## config.mk

```make
export PLATFORM = sky130hd
export DESIGN_NAME = rf_write_arbiter
export DESIGN_NICKNAME = d
export VERILOG_FILES = /design/src/rtl/rf_write_arbiter.sv
export SDC_FILE = /design/constraint.sdc
export NUM_CORES = 1
export LEC_CHECK = 0
export CAP_MARGIN = 20
export CELL_PAD_IN_SITES_DETAIL_PLACEMENT = 0
export CELL_PAD_IN_SITES_GLOBAL_PLACEMENT = 1
export CORE_MARGIN = 5
export CORE_UTILIZATION = 42
export CTS_CLUSTER_SIZE = 8
export DETAILED_ROUTE_END_ITERATION = 10
export GPL_TIMING_DRIVEN = 0
export MAX_ROUTING_LAYER = met4
export PLACE_DENSITY = 0.89
export SLEW_MARGIN = 20
export SYNTH_ARGS = -nofsm -noshare
export SYNTH_HDL_FRONTEND = slang
export SYNTH_SLANG_ARGS = --single-unit
```

## constraint.sdc

```tcl
create_clock -name clk -period 5 [get_ports clk]
set_clock_uncertainty 0.15 [all_clocks]
set_input_delay 0.5 -clock clk [delete_from_list [all_inputs] [get_ports clk]]
set_output_delay 0.5 -clock clk [all_outputs]
set_load 0.005 [all_outputs]
```

## src/rtl/rf_write_arbiter.sv

```systemverilog
// Round-robin writeback arbiter for the dual-write-port register file.
// One pending slot per requester; up to two non-conflicting writes issued per cycle.
module rf_write_arbiter #(
   parameter int NREQ = 4,
   parameter int AW   = 4,
   parameter int DW   = 16
) (
   input  logic               clk,
   input  logic               rst,
   input  logic               flush,
   input  logic [NREQ-1:0]    req_valid,
   output logic [NREQ-1:0]    req_ready,
   input  logic [NREQ*AW-1:0] req_addr,
   input  logic [NREQ*DW-1:0] req_data,
   output logic               rf_we,
   output logic [AW-1:0]      rf_waddr1,
   output logic [DW-1:0]      rf_wdata1,
   output logic [AW-1:0]      rf_waddr2,
   output logic [DW-1:0]      rf_wdata2,
   output logic               busy
);

   localparam int PW = (NREQ > 1) ? $clog2(NREQ) : 1;

   logic [NREQ-1:0] pend_valid;
   logic [AW-1:0]   pend_addr [NREQ];
   logic [DW-1:0]   pend_data [NREQ];
   logic [PW-1:0]   rr_ptr;

   logic            found_a;
   logic            found_b;
   logic [PW-1:0]   a_idx;
   logic [PW-1:0]   b_idx;
   logic [PW-1:0]   idx;
   logic [PW:0]     sum;
   logic [PW-1:0]   last_idx;
   logic [PW-1:0]   rr_next;
   logic [NREQ-1:0] gnt;
   logic [NREQ-1:0] accept;

   assign req_ready = ~pend_valid & {NREQ{~flush}};
   assign accept    = req_valid & req_ready;
   assign busy      = (|pend_valid) | rf_we;

   // Scan from rr_ptr; B must target a different register than A.
   always_comb begin
      found_a = 1'b0;
      found_b = 1'b0;
      a_idx   = '0;
      b_idx   = '0;
      idx     = '0;
      sum     = '0;
      for (int k = 0; k < NREQ; k++) begin
         sum = {1'b0, rr_ptr} + (PW+1)'(k);
         if (sum >= (PW+1)'(NREQ)) begin
            sum = sum - (PW+1)'(NREQ);
         end
         idx = sum[PW-1:0];
         if (pend_valid[idx]) begin
            if (!found_a) begin
               found_a = 1'b1;
               a_idx   = idx;
            end else if (!found_b &&
                         pend_addr[idx] != pend_addr[a_idx]) begin
               found_b = 1'b1;
               b_idx   = idx;
            end
         end
      end
   end

   always_comb begin
      gnt = '0;
      if (found_a) begin
         gnt[a_idx] = 1'b1;
      end
      if (found_b) begin
         gnt[b_idx] = 1'b1;
      end
      last_idx = found_b ? b_idx : a_idx;
      if (last_idx == PW'(NREQ - 1)) begin
         rr_next = '0;
      end else begin
         rr_next = last_idx + PW'(1);
      end
   end

   always_ff @(posedge clk or negedge rst) begin
      if (!rst) begin
         pend_valid <= '0;
         rr_ptr     <= '0;
         rf_we      <= 1'b0;
         rf_waddr1  <= '0;
         rf_wdata1  <= '0;
         rf_waddr2  <= '0;
         rf_wdata2  <= '0;
         for (int i = 0; i < NREQ; i++) begin
            pend_addr[i] <= '0;
            pend_data[i] <= '0;
         end
      end else if (flush) begin
         pend_valid <= '0;
         rf_we      <= 1'b0;
      end else begin
         pend_valid <= (pend_valid & ~gnt) | accept;
         for (int i = 0; i < NREQ; i++) begin
            if (accept[i]) begin
               pend_addr[i] <= req_addr[i*AW +: AW];
               pend_data[i] <= req_data[i*DW +: DW];
            end
         end
         rf_we <= found_a;
         // Lone grant goes to both ports: the file writes both when enabled.
         if (found_a) begin
            rr_ptr    <= rr_next;
            rf_waddr1 <= pend_addr[a_idx];
            rf_wdata1 <= pend_data[a_idx];
            if (found_b) begin
               rf_waddr2 <= pend_addr[b_idx];
               rf_wdata2 <= pend_data[b_idx];
            end else begin
               rf_waddr2 <= pend_addr[a_idx];
               rf_wdata2 <= pend_data[a_idx];
            end
         end
      end
   end

endmodule
```

==> flow_summary.json <==
{
  "p_sw_frac": 0.434,
  "synth_top_area_share": 0.403,
  "crit_type": "flop to flop",
  "grt_pass1_vias": 7152,
  "p_leak_nw": 4.11,
  "worst_hold_slack_ns": 0.326,
  "syn_area_sq_mm": 0.00788,
  "portBuffers": 132,
  "syn_area_per_cell_sq_um": 10.4,
  "synth_edf_count": 0,
  "syn_inst": 755,
  "wl_microns": 25700,
  "die_h_microns": 147,
  "yosysMostFrequentCell": "dfrtp_1",
  "relSlewSlack": 0.281,
  "tritoncts": "yes",
  "num_vias": 7016,
  "clk_pin_slew_ns": 0.06,
  "hold_path_depth": 2,
  "worst-r2r-cell-count": 17,
  "post-route-period-util": 0.935,
  "cp-start-kind": "flop",
  "avgRoutedWirePerCell_microns": 22.2,
  "status": "finished clean",
  "clockBufferDepth": 2,
  "use_met3": 0.0685,
  "drc": 0,
  "finalHoldViolCount": 0,
  "synth_common_cells": "127 x dfrtp_1, 83 x mux2_2, 80 x nand2_1, 37 x clkbuf_1, 34 x o21ai_0",
  "setup_slack_ns": 0.327,
  "root_buffer": "clkbuf_16",
  "synth_area_leaders": "dfrtp_1 40%, mux2_2 12%, mux4_2 8.6%",
  "use_met2": 0.367,
  "setup_tns_ns": 0,
  "final_max_slew_viol_count": 0,
  "numCtsBuffers": 17,
  "grt.total_usage": 0.244,
  "cp_data_arrival_time_ns": 4.87,
  "grt-ovfl-total": 0,
  "timing.fmax_ghz": 0.214,
  "dpl.hpwl_microns": 17700,
  "grt_start_max_net_pins": 81,
  "drv_cap": 0,
  "internal_power_mw": 4.55,
  "via_per_inst": 6.07,
  "end_kind": "flop",
  "antenna_found_initial": 0,
  "place_worst_setup_slack_ns": -0.0361,
  "ys_ff_latch": 127,
  "fillers": 1609,
  "ys_async_sr_fraction": 1.00,
  "power.density_mw_per_mm2": 789,
  "grt_pass1_wl_microns": 40100,
  "start_util": 0.424,
  "gp_congestion": 0.885,
  "worstReg2RegStart": "rr_ptr[1]",
  "final_layout_size_suffix_gt1_frac": 0.210,
  "die_width_microns": 147,
  "final_nets": 996,
  "diodes": 0,
  "yosysSeqAreaShare": 0.403,
  "clk_latency_ns": 0.42,
  "ys_warn_count": 0,
  "hold_class": "flop to flop",
  "rsz0062_at_grt": "no",
  "hold_start": "rf_wdata1[8]",
  "htreeDepth": 4,
  "crit_start": "rr_ptr[1]",
  "row_count": 50,
  "synth_cell_types": 70,
  "cts.sinks": 127,
  "drt-initial-drc-count": 751,
  "switchingPower_mw": 3.49,
  "synth_top_cell_by_area": "dfrtp_1",
  "total_power_mw": 8.04,
  "p_clk_frac": 0.166,
  "syn_to_final_growth_pct": 29.3,
  "io_pins": 133,
  "firstDrtPassIters": 6,
  "busiest_layer": "met2",
  "ant_nets": 0,
  "ys_dominant_reg_cell": "dfrtp_1",
  "dieArea_sq_mm": 0.0216,
  "core_sq_mm": 0.0186,
  "path_max_fanout": 10,
  "irDropWorstVdd_uv": 475,
  "p_seq_frac": 0.238,
  "use_met1": 0.319,
  "period_needed_ns": 4.67,
  "setup_viol": 0,
  "required_ns": 5.20,
  "syn-num-nets": 843,
  "max_slew.worst_pin.slew_ns": 1.08,
  "combPwrFrac": 0.596
}
state kept, by name, indices dropped and copies added, names as in the netlist:
name / cells
pend_data: 64
pend_valid: 4
rf_we: 1
rf_waddr2: 4
pend_addr: 16
rf_waddr1: 4
rf_wdata1: 16
rf_wdata2: 16
rr_ptr: 2
what timing repair did:
| item | in CTS | in global routing |
|---|---|---|
| hold endpoints to repair | 47 | 0 |
| pin swaps | 0 | 1 |
| hold buffers | 1 | 0 |
| gates resized for setup | 1 | 12 |
| setup endpoints to repair | 15 | 34 |
| setup buffers | 0 | 0 |
power by group through the flow:
stage	Combinational [mW]	Sequential, mW	Clock (mW)
floorplan	3.37	1.76	0
global placement	4.62	1.90	0
detailed placement	4.68	1.91	0
CTS	4.72	1.90	1.34
global route	5.16	1.97	1.38
finish	4.79	1.92	1.33
worst max-delay path: stages, from the launching register on:
cell and delay (ns):
dfrtp_1 0.34, buf_6 0.14, clkbuf_1 0.41, clkbuf_2 0.35
o21bai_1 0.12, ha_1 0.21, inv_1 0.23, mux2i_4 0.16
buf_6 0.18, nor3_2 0.41, o21ai_1 0.15, and3_1 0.22
o2111ai_4 0.28, and3b_1 0.22, clkbuf_1 0.46, o21ai_0 0.19
a21o_1 0.21, a31oi_1 0.14
routing by layer:
layer | wire length [microns] | vias to the layer above
met5 | 0 | -
met4 | 617 | 0
met3 | 2220 | 61
met2 | 11900 | 367
met1 | 10900 | 3462
li1 | - | 3126
metrics by stage:
step,util,cell area (sq um),instances
after global routing,0.549,10200,1155
after detailed placement,0.513,9530,1122
after CTS,0.548,10200,1155
final,0.549,10200,1155
after floorplan,-,7880,755
after global placement,0.511,9500,1121
logic make-up (layout without fill, tap and decap cells):
logic type | count (synthesis) | in the layout | share of synthesized area
buffers and inverters | 75 | 241 | 0.0416
adder cells (fa/ha/maj) | 2 | 2 | 0.00286
AO/OA/AOI/OAI | 189 | 189 | 0.170
multiplexers | 136 | 136 | 0.235
XOR/XNOR | 10 | 10 | 0.0111
AND/OR/NAND/NOR | 216 | 216 | 0.136
flip-flops | 127 | 127 | 0.403
final cells by class:
type	count	area [sq um]	share of cell area
clock inverter	11	154	0.0151
inverter	11	41.3	0.00405
buffer	64	295	0.0290
sequential	127	3180	0.312
timing repair buffer	134	1360	0.134
tap	234	293	0.0287
clock buffer	21	480	0.0471
multi-input combinational	553	4390	0.430
placed cells by master (no fill, tap or decap), drive strengths merged, types with 5 or more instances in the layout:
master / netlist / routed
clkinv: 0 / 5
clkbuf: 38 / 61
nand3: 24 / 24
nand2b: 6 / 6
dfrtp: 127 / 127
xor2: 6 / 6
and3: 23 / 23
and2: 8 / 8
o211ai: 17 / 17
a211o: 14 / 14
buf: 26 / 26
nor2b: 6 / 6
mux2i: 22 / 22
a21oi: 31 / 31
clkdlybuf4s50: 0 / 131
a21o: 10 / 10
a31oi: 12 / 12
nand2: 81 / 81
nor2: 32 / 32
mux2: 84 / 84
a21boi: 22 / 22
o221ai: 12 / 12
inv: 11 / 12
nor3: 12 / 12
mux4: 30 / 30
o21ai: 51 / 51
path summary, 6_finish.rpt:
kind                                      end  slack (ns)
worst min-delay path             rf_wdata1[8]        0.33
worst max-delay path             rf_wdata2[0]        0.33
max in group asynchronous       pend_data[30]        3.55
worst max register to register   rf_wdata2[0]        0.33
min in group asynchronous        pend_data[3]        0.40
worst min register to register   rf_wdata1[8]        0.33
No activity file was read; power rests on OpenSTA's default activity.
